### src/rtl/frame_decoder.sv
// ----------------------------------------------------------------------------
// frame_decoder
//
// Serial receiver and checker for 8-bit majority-coded frames. Bits arrive
// MSB first, one per accepted cycle. Bit 4 of each frame is the info bit,
// and the other 7 bits are data. When the frame is complete, the decoder
// recomputes the info bit from the data bits and the latched polarity. It
// then presents the data and a mismatch flag on a valid/ready output port.
// Two saturating counters track decoded frames and errored frames.
//
// Ports:
//   clk        rising-edge clock
//   rst_n      synchronous active-low reset
//   control    polarity select, latched with the first bit of each frame
//   in_bit     serial frame bit (bit 7 first)
//   in_valid   in_bit is valid this cycle
//   in_ready   decoder accepts in_bit this cycle (registered, no out_ready path)
//   data_out   decoded data {w[7:5], w[3:0]}
//   err        received info bit differs from recomputed info bit
//   out_valid  data_out/err hold a decoded frame
//   out_ready  sink accepts the buffered frame
//   frame_cnt  frames decoded, saturating
//   err_cnt    frames decoded with err=1, saturating
// ----------------------------------------------------------------------------
module frame_decoder #(
    parameter int CNT_W = 8
) (
    input  logic             clk,
    input  logic             rst_n,
    input  logic             control,
    input  logic             in_bit,
    input  logic             in_valid,
    output logic             in_ready,
    output logic [6:0]       data_out,
    output logic             err,
    output logic             out_valid,
    input  logic             out_ready,
    output logic [CNT_W-1:0] frame_cnt,
    output logic [CNT_W-1:0] err_cnt
);

    // The frame position is the bit counter itself.
    // The named states only make the decode readable.
    typedef enum logic [1:0] {
        IDLE  = 2'd0,
        SHIFT = 2'd1,
        LAST  = 2'd2
    } state_t;

    logic [7:0]       sr_reg;
    logic [2:0]       bit_cnt_reg;
    logic [2:0]       bit_cnt_next;
    logic             pol_reg;
    logic [6:0]       data_reg;
    logic             err_reg;
    logic             out_valid_reg;
    logic [CNT_W-1:0] frame_cnt_reg;
    logic [CNT_W-1:0] err_cnt_reg;

    state_t           state;
    logic             accept;
    logic             complete;
    logic [7:0]       word;
    logic [6:0]       data_bits;
    logic [2:0]       ones_cnt;
    logic             maj0;
    logic             info_exp;
    logic             err_next;

    // ------------------------------------------------------------------
    // State register: the bit counter
    // ------------------------------------------------------------------
    always_ff @(posedge clk) begin
        if (!rst_n) begin
            bit_cnt_reg <= 3'd0;
        end else begin
            bit_cnt_reg <= bit_cnt_next;
        end
    end

    // ------------------------------------------------------------------
    // Next-state logic: advance on every accept, wrapping 7 -> 0
    // ------------------------------------------------------------------
    always_comb begin
        bit_cnt_next = bit_cnt_reg;
        if (accept) begin
            bit_cnt_next = bit_cnt_reg + 3'd1;
        end
    end

    // ------------------------------------------------------------------
    // Output / control decode
    // ------------------------------------------------------------------
    always_comb begin
        state = SHIFT;
        if (bit_cnt_reg == 3'd0) begin
            state = IDLE;
        end else if (bit_cnt_reg == 3'd7) begin
            state = LAST;
        end
        // Only the final bit waits for the buffer, so the next frame can
        // stream in while the previous one is still held.
        in_ready = !((state == LAST) && out_valid_reg);
        accept   = in_valid && in_ready;
        complete = accept && (state == LAST);
    end

    // ------------------------------------------------------------------
    // Frame check on the completing bit
    // ------------------------------------------------------------------
    assign word      = {sr_reg[6:0], in_bit};
    assign data_bits = {word[7:5], word[3:0]};

    always_comb begin
        ones_cnt = 3'd0;
        for (int i = 0; i < 7; i++) begin
            ones_cnt = ones_cnt + {2'd0, data_bits[i]};
        end
        // With 7 bits a tie cannot happen, so zeros > ones means ones <= 3.
        maj0     = (ones_cnt <= 3'd3);
        info_exp = pol_reg ? !maj0 : maj0;
        err_next = (word[4] != info_exp);
    end

    // ------------------------------------------------------------------
    // Datapath, output buffer and counters
    // ------------------------------------------------------------------
    always_ff @(posedge clk) begin
        if (!rst_n) begin
            sr_reg        <= 8'd0;
            pol_reg       <= 1'b0;
            data_reg      <= 7'd0;
            err_reg       <= 1'b0;
            out_valid_reg <= 1'b0;
            frame_cnt_reg <= '0;
            err_cnt_reg   <= '0;
        end else begin
            if (accept) begin
                sr_reg <= word;
                if (state == IDLE) begin
                    pol_reg <= control;
                end
            end
            // Completion requires an empty buffer, so it never collides with
            // a handshake on the same edge.
            if (complete) begin
                data_reg      <= data_bits;
                err_reg       <= err_next;
                out_valid_reg <= 1'b1;
                if (frame_cnt_reg != '1) begin
                    frame_cnt_reg <= frame_cnt_reg + 1'b1;
                end
                if (err_next && (err_cnt_reg != '1)) begin
                    err_cnt_reg <= err_cnt_reg + 1'b1;
                end
            end else if (out_valid_reg && out_ready) begin
                out_valid_reg <= 1'b0;
            end
        end
    end

    assign data_out  = data_reg;
    assign err       = err_reg;
    assign out_valid = out_valid_reg;
    assign frame_cnt = frame_cnt_reg;
    assign err_cnt   = err_cnt_reg;

endmodule

### config.mk
export PLATFORM = sky130hd
export DESIGN_NAME = frame_decoder
export DESIGN_NICKNAME = d
export VERILOG_FILES = /design/src/rtl/frame_decoder.sv
export SDC_FILE = /design/constraint.sdc
export NUM_CORES = 1
export LEC_CHECK = 0
export BUFFER_PORTS_ARGS = -buffer_cell sky130_fd_sc_hd__buf_2
export CORE_MARGIN = 8
export CORE_UTILIZATION = 50
export CTS_CLUSTER_SIZE = 25
export DETAILED_ROUTE_END_ITERATION = 12
export HOLD_SLACK_MARGIN = 0.15
export PLACE_DENSITY = 0.73
export RECOVER_POWER = 25
export REMOVE_ABC_BUFFERS = 1
export SLEW_MARGIN = 20
export SYNTH_ARGS = -nofsm -noshare
export SYNTH_HDL_FRONTEND = slang
export SYNTH_SLANG_ARGS = --single-unit
### constraint.sdc
create_clock -name clk -period 7.3 [get_ports clk]
set_input_delay 1.46 -clock clk [delete_from_list [all_inputs] [get_ports clk]]
set_output_delay 1.46 -clock clk [all_outputs]
set_load 0.02 [all_outputs]
# Yosys cells after proc, flatten, opt, wreduce, memory -nomap -nowiden
# Index checks and enable logic that the tools add are counted.
[totals]
register_bits = 36
input_bits = 6
out_inout_bits = 26
wordCells = 41
[classes]
add_sub_neg = 9
magnitude_cmp = 1
n_eq_ne = 5
muxes = 5
reduce_logical = 13
[op_table]
columns = ["op", "n"]
rows = [
  ["adder 8 x 1 -> 8 bit (second input constant)", 2],
  ["inequality test 8 bit (second input constant)", 2],
  ["adder 3 x 1 -> 3 bit", 4],
  ["AND reduction 2 bit", 3],
  ["logical AND 1 bit", 5],
  ["two-way mux 2 bit", 2],
  ["adder 2 x 1 -> 3 bit", 1],
  ["adder 3 x 1 -> 3 bit (second input constant)", 1],
  ["== test 3 bit (second input constant)", 1],
  ["less-or-equal comparator 3 x 2 -> 1 bit (second input constant)", 1],
  ["logical NOT 3 bit", 1],
  ["two-way mux 1 bit", 3],
  ["adder 1 x 1 -> 2 bit", 1],
  ["== test 2 bit (second input constant)", 1],
  ["logical NOT 1 bit", 2],
  ["logical NOT 2 bit", 1],
  ["nonzero test 2 bit", 1],
  ["inequality test 1 bit", 1],
]

# Logic depth before layout (Yosys ltp)
# Gate-level depths: netlist of the first run.
[depth]
depth_word = 12
mapped_depth = 11
mapped_depth_nobuf = 11

# Worst setup path before layout of the first run
# Ideal clock, no wire load.
[synth_path]
path_kind = "input-to-reg"
startpoint = "input port in_bit"
endpoint = "register err_cnt_reg[7], in the netlist err_cnt[7]"
setup_time_ns = 0.070
t_arrival_ns = 4.000
required_ns = 7.230
setup_slack_ns = 3.230
stages = 11
path_buffers = 0
cell_sequence = "inv_1 -> fa_1 -> fa_1 -> inv_1 -> fa_1 -> inv_1 -> fa_1 -> xor3_2 -> nand2_4 -> or4_1 -> a21oi_1"
[synth_between]
elab_chain_cells = 12
[synth_rtl]
columns = ["element", "line", "text"]
rows = [
  ["start, declared", "31", "input logic in_bit,"],
  ["adder 1 x 1 -> 2 bit *", "117", "ones_cnt = ones_cnt + {2'd0, data_bits[i]};"],
  ["adder 2 x 1 -> 3 bit *", "117", ""],
  ["adder 3 x 1 -> 3 bit * (4 in a row)", "117", ""],
  ["less-or-equal comparator 3 x 2 -> 1 bit *", "120", "maj0 = (ones_cnt <= 3'd3);"],
  ["logical NOT 1 bit", "121", "info_exp = pol_reg ? !maj0 : maj0;"],
  ["two-way mux 1 bit *", "121", ""],
  ["inequality test 1 bit *", "122", "err_next = (word[4] != info_exp);"],
  ["logical AND 1 bit *", "153", "if (err_next && (err_cnt_reg != '1)) begin"],
  ["AND reduction 2 bit (no source line) *", "-", ""],
  ["end signal, assigned", "154", "err_cnt_reg <= err_cnt_reg + 1'b1;"],
  ["end, declared", "58", "logic [CNT_W-1:0] err_cnt_reg;"],
]
# Every way passes the cells marked *; elsewhere a longest branch is shown, timed or not.
# A chain may end at the register's enable or synchronous reset.

# Worst setup path after layout of the first run
# Same ends and word-level chain as after synthesis.

==> flow_summary.toml, run 1 <==
[status]
status = "finished clean"

[job]
cap_violations = 0

[synth]
syn_area_per_cell_sq_um = 8.63
synth_top_cell_area_share = 0.428
synth_area_sq_um = 1680
seq_area_frac_synth = 0.428
synth_area_leaders = "dfxtp_1 (43%), nand2_1 (9.4%), a21oi_1 (6.8%)"
yosysTopAreaCell = "dfxtp_1"
ys_ff_latch = 36
synth_warnings = 0
postSynth.asyncResetShare = 0
syn_inst = 195
synth_edf_count = 0
ys_types = 35
synth_ff_type = "dfxtp_1"

[worst_setup_path]
crit_path_start = "in_bit"
crit_required_ns = 7.57
end_kind = "register"
crit_top_cell = "fa_1"
path_class = "primary input to register"
critPathMaxFanout = 8
r2r_start = "sr_reg[0]$_SDFFE_PN0P_"
slowest_stage = "fa_1"
cp_cell_sequence = "buf_2, inv_1, fa_1, fa_1, inv_1, fa_1, inv_1, fa_1, xor3_2, nand2_4, or4_1, a21oi_1"
r2r_slack_ns = 4.17
critPathMaxStageDelay_ns = 0.55
arrival_ns = 4.24
critPathLaunchType = "primary input"

[clocking]
numCtsBuffers = 5
cts_tree = "done"
clock_path_buffers = 2
cts.clk_slew.worst_paths_ns = 0.11
root_buffer = "clkbuf_4"
ctsResizeCount = 0
postCtsHoldBufs = 0
post_cts_buffers = 0
insertion_delay_ns = 0.35
htreeDepth = 2
clock-sinks = 36

[drt]
ant_nets = 0
finalWirelength_um = 3180
drc = 0
firstDrtPassIters = 4
vias = 1398
avgRoutedWirePerCell_um = 11.7
drt-initial-drc-count = 104
vias_per_cell = 5.14

[die]
row_count = 21
dieArea_sq_um = 5480
io-pin-count = 32
die-width_um = 74.0
core_sq_um = 3280
start_util = 0.512
die_y_um = 74.0

[power]
power_mw = 0.325
switchingPower_mw = 0.0826
powerDensity_nw_per_um2 = 170
power_frac_comb = 0.054
internal_power_mw = 0.243
switching_share = 0.254
p_leak_nw = 0.762
pwr-share-seq = 0.616
p_clk_frac = 0.330
vdd.ir_drop.worst_mv = 0.120

[hold_path]
hp-class = "register to register"
hp-start = "data_out[2]$_SDFFE_PN0P_"

[timing]
setup_viol = 0
maxSlewHeadroom = 0.380
setup_tns_ns = 0
hold_viol = 0
timing.final.crit_share = 0.544
drv_slew = 0
fin_crit_ns = 3.97
tightest_slew_ns = 0.930
max_freq_mhz = 252
fin_worst_skew_ns = 0.0203
rsz0062_at_grt = "false"

[placement]
io_buffers = 31
hpwl_um = 2260
place_congestion = 0.834

[final_layout]
areaGrowthSynthToFinish_pct = 13.8
final_nets = 241
antennaDiodeCount = 0
final_util = 0.583
layout-drive-gt1-share = 0.195

[global_route]
grt_pass1_vias = 1304
antenna_found_initial = 0
grt_first_pass_wirelength_um = 5640
overflow = 0
grt_start_max_net_pins = 31
grtUsageTotal = 0.129
cells in the mapped netlist, types with 2 or more instances:
| cell type | number |
|---|---|
| or4_1 | 2 |
| and3_1 | 2 |
| nand2_1 | 42 |
| dfxtp_1 | 36 |
| ha_1 | 6 |
| xor2_1 | 3 |
| o21ai_0 | 5 |
| fa_1 | 4 |
| nor2_1 | 7 |
| nand2b_1 | 3 |
| nand3_1 | 4 |
| o31ai_1 | 2 |
| clkbuf_1 | 6 |
| nor3_1 | 5 |
| o21a_1 | 3 |
| nand4_1 | 4 |
| mux2i_1 | 6 |
| a21oi_1 | 23 |
| o211ai_1 | 3 |
| or3_1 | 3 |
| inv_1 | 12 |
power groups by stage:
stage / clock [mW] / combinational (mW) / sequential, mW
floorplan: 0 / 0.0129 / 0.204
global placement: 0 / 0.0174 / 0.205
detailed placement: 0 / 0.0178 / 0.205
CTS: 0.110 / 0.0178 / 0.200
global route: 0.120 / 0.0198 / 0.201
finish: 0.107 / 0.0175 / 0.200
logic make-up after synthesis:
group	count (synthesis)	synth area share
adder cells (fa/ha/maj)	10	0.0922
XOR/XNOR	5	0.0357
AND/OR/NAND/NOR	76	0.210
flip-flops	36	0.428
buffers and inverters	20	0.0476
multiplexers	6	0.0357
AO/OA/AOI/OAI	42	0.151
per-stage QoR:
stage / instances / hold slack (ns) / instance area [sq um] / worst slack, ns
finish: 272 / 0.455 / 1920 / 3.33
global route: 272 / 0.477 / 1920 / 3.21
CTS: 272 / 0.459 / 1920 / 3.34
detailed placement: 264 / 0.443 / 1860 / 2.97
global placement: 264 / 0.442 / 1860 / 3.03
floorplan: 187 / 0.445 / 1650 / 3.21
worst paths after layout:
| kind | endpoint | cells after the start |
|---|---|---|
| min reg2reg | data_out[2]$_SDFFE_PN0P_ | 2 |
| max reg2reg | err_cnt[7]$_SDFFE_PN0P_ | 11 |
| max | err_cnt[7]$_SDFFE_PN0P_ | 12 |
| min | data_out[2]$_SDFFE_PN0P_ | 2 |
final cells by class:
class                           instances  area, sq um
Timing Repair Buffer                   31          154
Clock buffer                            5         37.5
Fill cell                             312         1370
Multi-Input combinational cell        139          882
Tap cell                               46         57.6
Clock inverter                          3         18.8
Inverter                               12         45.0
Sequential cell                        36          721
per-layer routing:
| metal | up-vias | wire, um | global-route usage |
|---|---|---|---|
| li1 | 719 | - | - |
| met1 | 643 | 1590 | 0.169 |
| met2 | 29 | 1380 | 0.192 |
| met3 | 7 | 161 | 0.0377 |
| met4 | 0 | 55 | 0.0532 |
| met5 | - | 0 | 0 |
critical path, delay by kind of cell:
kind	cells	cell delay [ns]
XOR/XNOR	1	0.27
buffers and inverters	4	0.28
AND/OR/NAND/NOR	2	0.61
adder cells (fa/ha/maj)	4	1.47
AO/OA/AOI/OAI	1	0.14
cell usage in the layout, fill, tap and decap left out, types with 2 or more instances in the layout:
cell type	synthesis	routed
xor2_1	3	3
a21oi_1	23	23
buf_2	1	30
nand3_1	4	4
nand4_1	4	4
o211ai_1	3	3
o21a_1	3	3
fa_1	4	4
and3_1	2	2
clkinv_2	0	2
inv_1	12	12
nand2_1	42	42
o21ai_0	5	5
dfxtp_1	36	36
nand2b_1	3	3
nor2_1	7	7
or3_1	3	3
or4_1	2	2
ha_1	6	6
o31ai_1	2	2
mux2i_1	6	6
clkbuf_4	1	5
nor3_1	5	5
Note: power is estimated with default switching activity, not from simulation.
==> run 2: changes to the inputs <==
==> constraint.sdc (replaced) <==
create_clock -name clk -period 4.05 [get_ports clk]
set_input_delay 0.81 -clock clk [delete_from_list [all_inputs] [get_ports clk]]
set_output_delay 0.81 -clock clk [all_outputs]
set_load 0.02 [all_outputs]
==> flow_summary.toml, run 2 (synthesis results as in run 1) <==
[status]
status = "finished clean"

[timing]
fin_worst_skew_ns = 0.00298
timing.final.crit_share = 0.817
layout_setup_ws_ns = 0.741
max_freq_mhz = 302
drv_slew = 0
hold_viol = 0
rsz0062_at_grt = "false"
fin_crit_ns = 3.31
maxSlewHeadroom = 0.399
setup_viol = 0
setup_tns_ns = 0
tightest_slew_ns = 0.900
whs_ns = 0.457

[power]
power_frac_comb = 0.053
switchingPower_mw = 0.140
switching_share = 0.236
p_leak_nw = 0.748
pwr-share-seq = 0.608
p_clk_frac = 0.338
internal_power_mw = 0.453
powerDensity_nw_per_um2 = 310
vdd.ir_drop.worst_mv = 0.160

[final_layout]
final_common_cell = "nand2_1"
instances_no_fill = 272
final_util = 0.583
mostFrequentLayoutCells = "nand2_1 (42), dfxtp_1 (36), buf_2 (26), a21oi_1 (23), inv_1 (12)"
layout-drive-gt1-share = 0.177
final_nets = 241
antennaDiodeCount = 0
areaGrowthSynthToFinish_pct = 13.8

[placement]
dp_cells = 264
hpwl_um = 2260
place_worst_setup_slack_ns = 0.385
place_congestion = 0.834
io_buffers = 31

[worst_setup_path]
critPathLaunchType = "primary input"
arrival_ns = 3.57
path_class = "primary input to register"
critPathMaxFanout = 8
crit_required_ns = 4.32
end_kind = "register"

[clocking]
htreeDepth = 2
numCtsBuffers = 5
root_buffer = "clkbuf_4"
ctsResizeCount = 0
cts.clk_slew.worst_paths_ns = 0.10
clock_path_buffers = 2
post_cts_buffers = 0
insertion_delay_ns = 0.34
clock-sinks = 36
postCtsHoldBufs = 0
cts_tree = "done"

[die]
core_sq_um = 3280
die_y_um = 74.0
io-pin-count = 32
start_util = 0.512
dieArea_sq_um = 5480
die-width_um = 74.0
row_count = 21

[global_route]
grtUsageTotal = 0.127
overflow = 0
grt_start_max_net_pins = 31
grt_first_pass_wirelength_um = 5550
grt_pass1_vias = 1270
antenna_found_initial = 0

[job]
cap_violations = 0

[drt]
ant_nets = 0
finalWirelength_um = 3270
drt-initial-drc-count = 47
firstDrtPassIters = 4
vias_per_cell = 5.10
avgRoutedWirePerCell_um = 12.0
drc = 0
vias = 1386

[hold_path]
hp-class = "register to register"
==> run 2: cell types whose count changed in the layout (fill, tap and decap cells not counted), sizes merged <==
cell    change
buf         -4
clkbuf      +5
clkinv      -1
==> run 2: worst paths after layout <==
kind,from,endpoint,slack [ns],cells after the start
worst min register to register,data_out[2]$_SDFFE_PN0P_,data_out[2]$_SDFFE_PN0P_,0.46,2
worst max-delay path,in_bit,err_cnt[4]$_SDFFE_PN0P_,0.74,12
worst max register to register,sr_reg[0]$_SDFFE_PN0P_,err_cnt[4]$_SDFFE_PN0P_,0.92,11
worst min-delay path,data_out[2]$_SDFFE_PN0P_,data_out[2]$_SDFFE_PN0P_,0.46,2
==> run 2: critical path, stage by stage <==
cell,delay (ns)
buf_2,0.09
inv_1,0.05
fa_1,0.55
fa_1,0.40
inv_1,0.08
fa_1,0.15
inv_1,0.05
fa_1,0.36
xor3_2,0.27
nand2_4,0.09
or4_1,0.52
a21oi_1,0.14
==> run 2: layer usage <==
| metal | track usage | up-vias | wire, um |
|---|---|---|---|
| met5 | 0 | - | 0 |
| met4 | 0.0599 | 0 | 63 |
| met3 | 0.0337 | 7 | 177 |
| met2 | 0.193 | 35 | 1460 |
| met1 | 0.163 | 625 | 1570 |
| li1 | - | 719 | - |
==> run 2: metrics by stage <==
step           power, mW  cell area (sq um)
2_1_floorplan      0.391               1650
3_3_place_gp       0.400               1860
3_5_place_dp       0.401               1860
4_1_cts            0.602               1920
5_1_grt            0.620               1920
6_report           0.593               1920
==> run 2: final cells by class <==
type                            count  area (sq um)
Clock buffer                        6          51.3
Sequential cell                    36           721
Inverter                           12          45.0
Fill cell                         315          1370
Tap cell                           46          57.6
Clock inverter                      2          10.0
Multi-Input combinational cell    139           882
Timing Repair Buffer               31           149
==> run 2: power by group through the flow <==
stage                     Combinational [mW]  Sequential [mW]  Clock, mW
after CTS                             0.0323            0.361      0.209
after floorplan                       0.0232            0.368          0
final                                 0.0315            0.361      0.201
after global routing                  0.0356            0.362      0.223
after detailed placement              0.0320            0.369          0
after global placement                0.0314            0.369          0
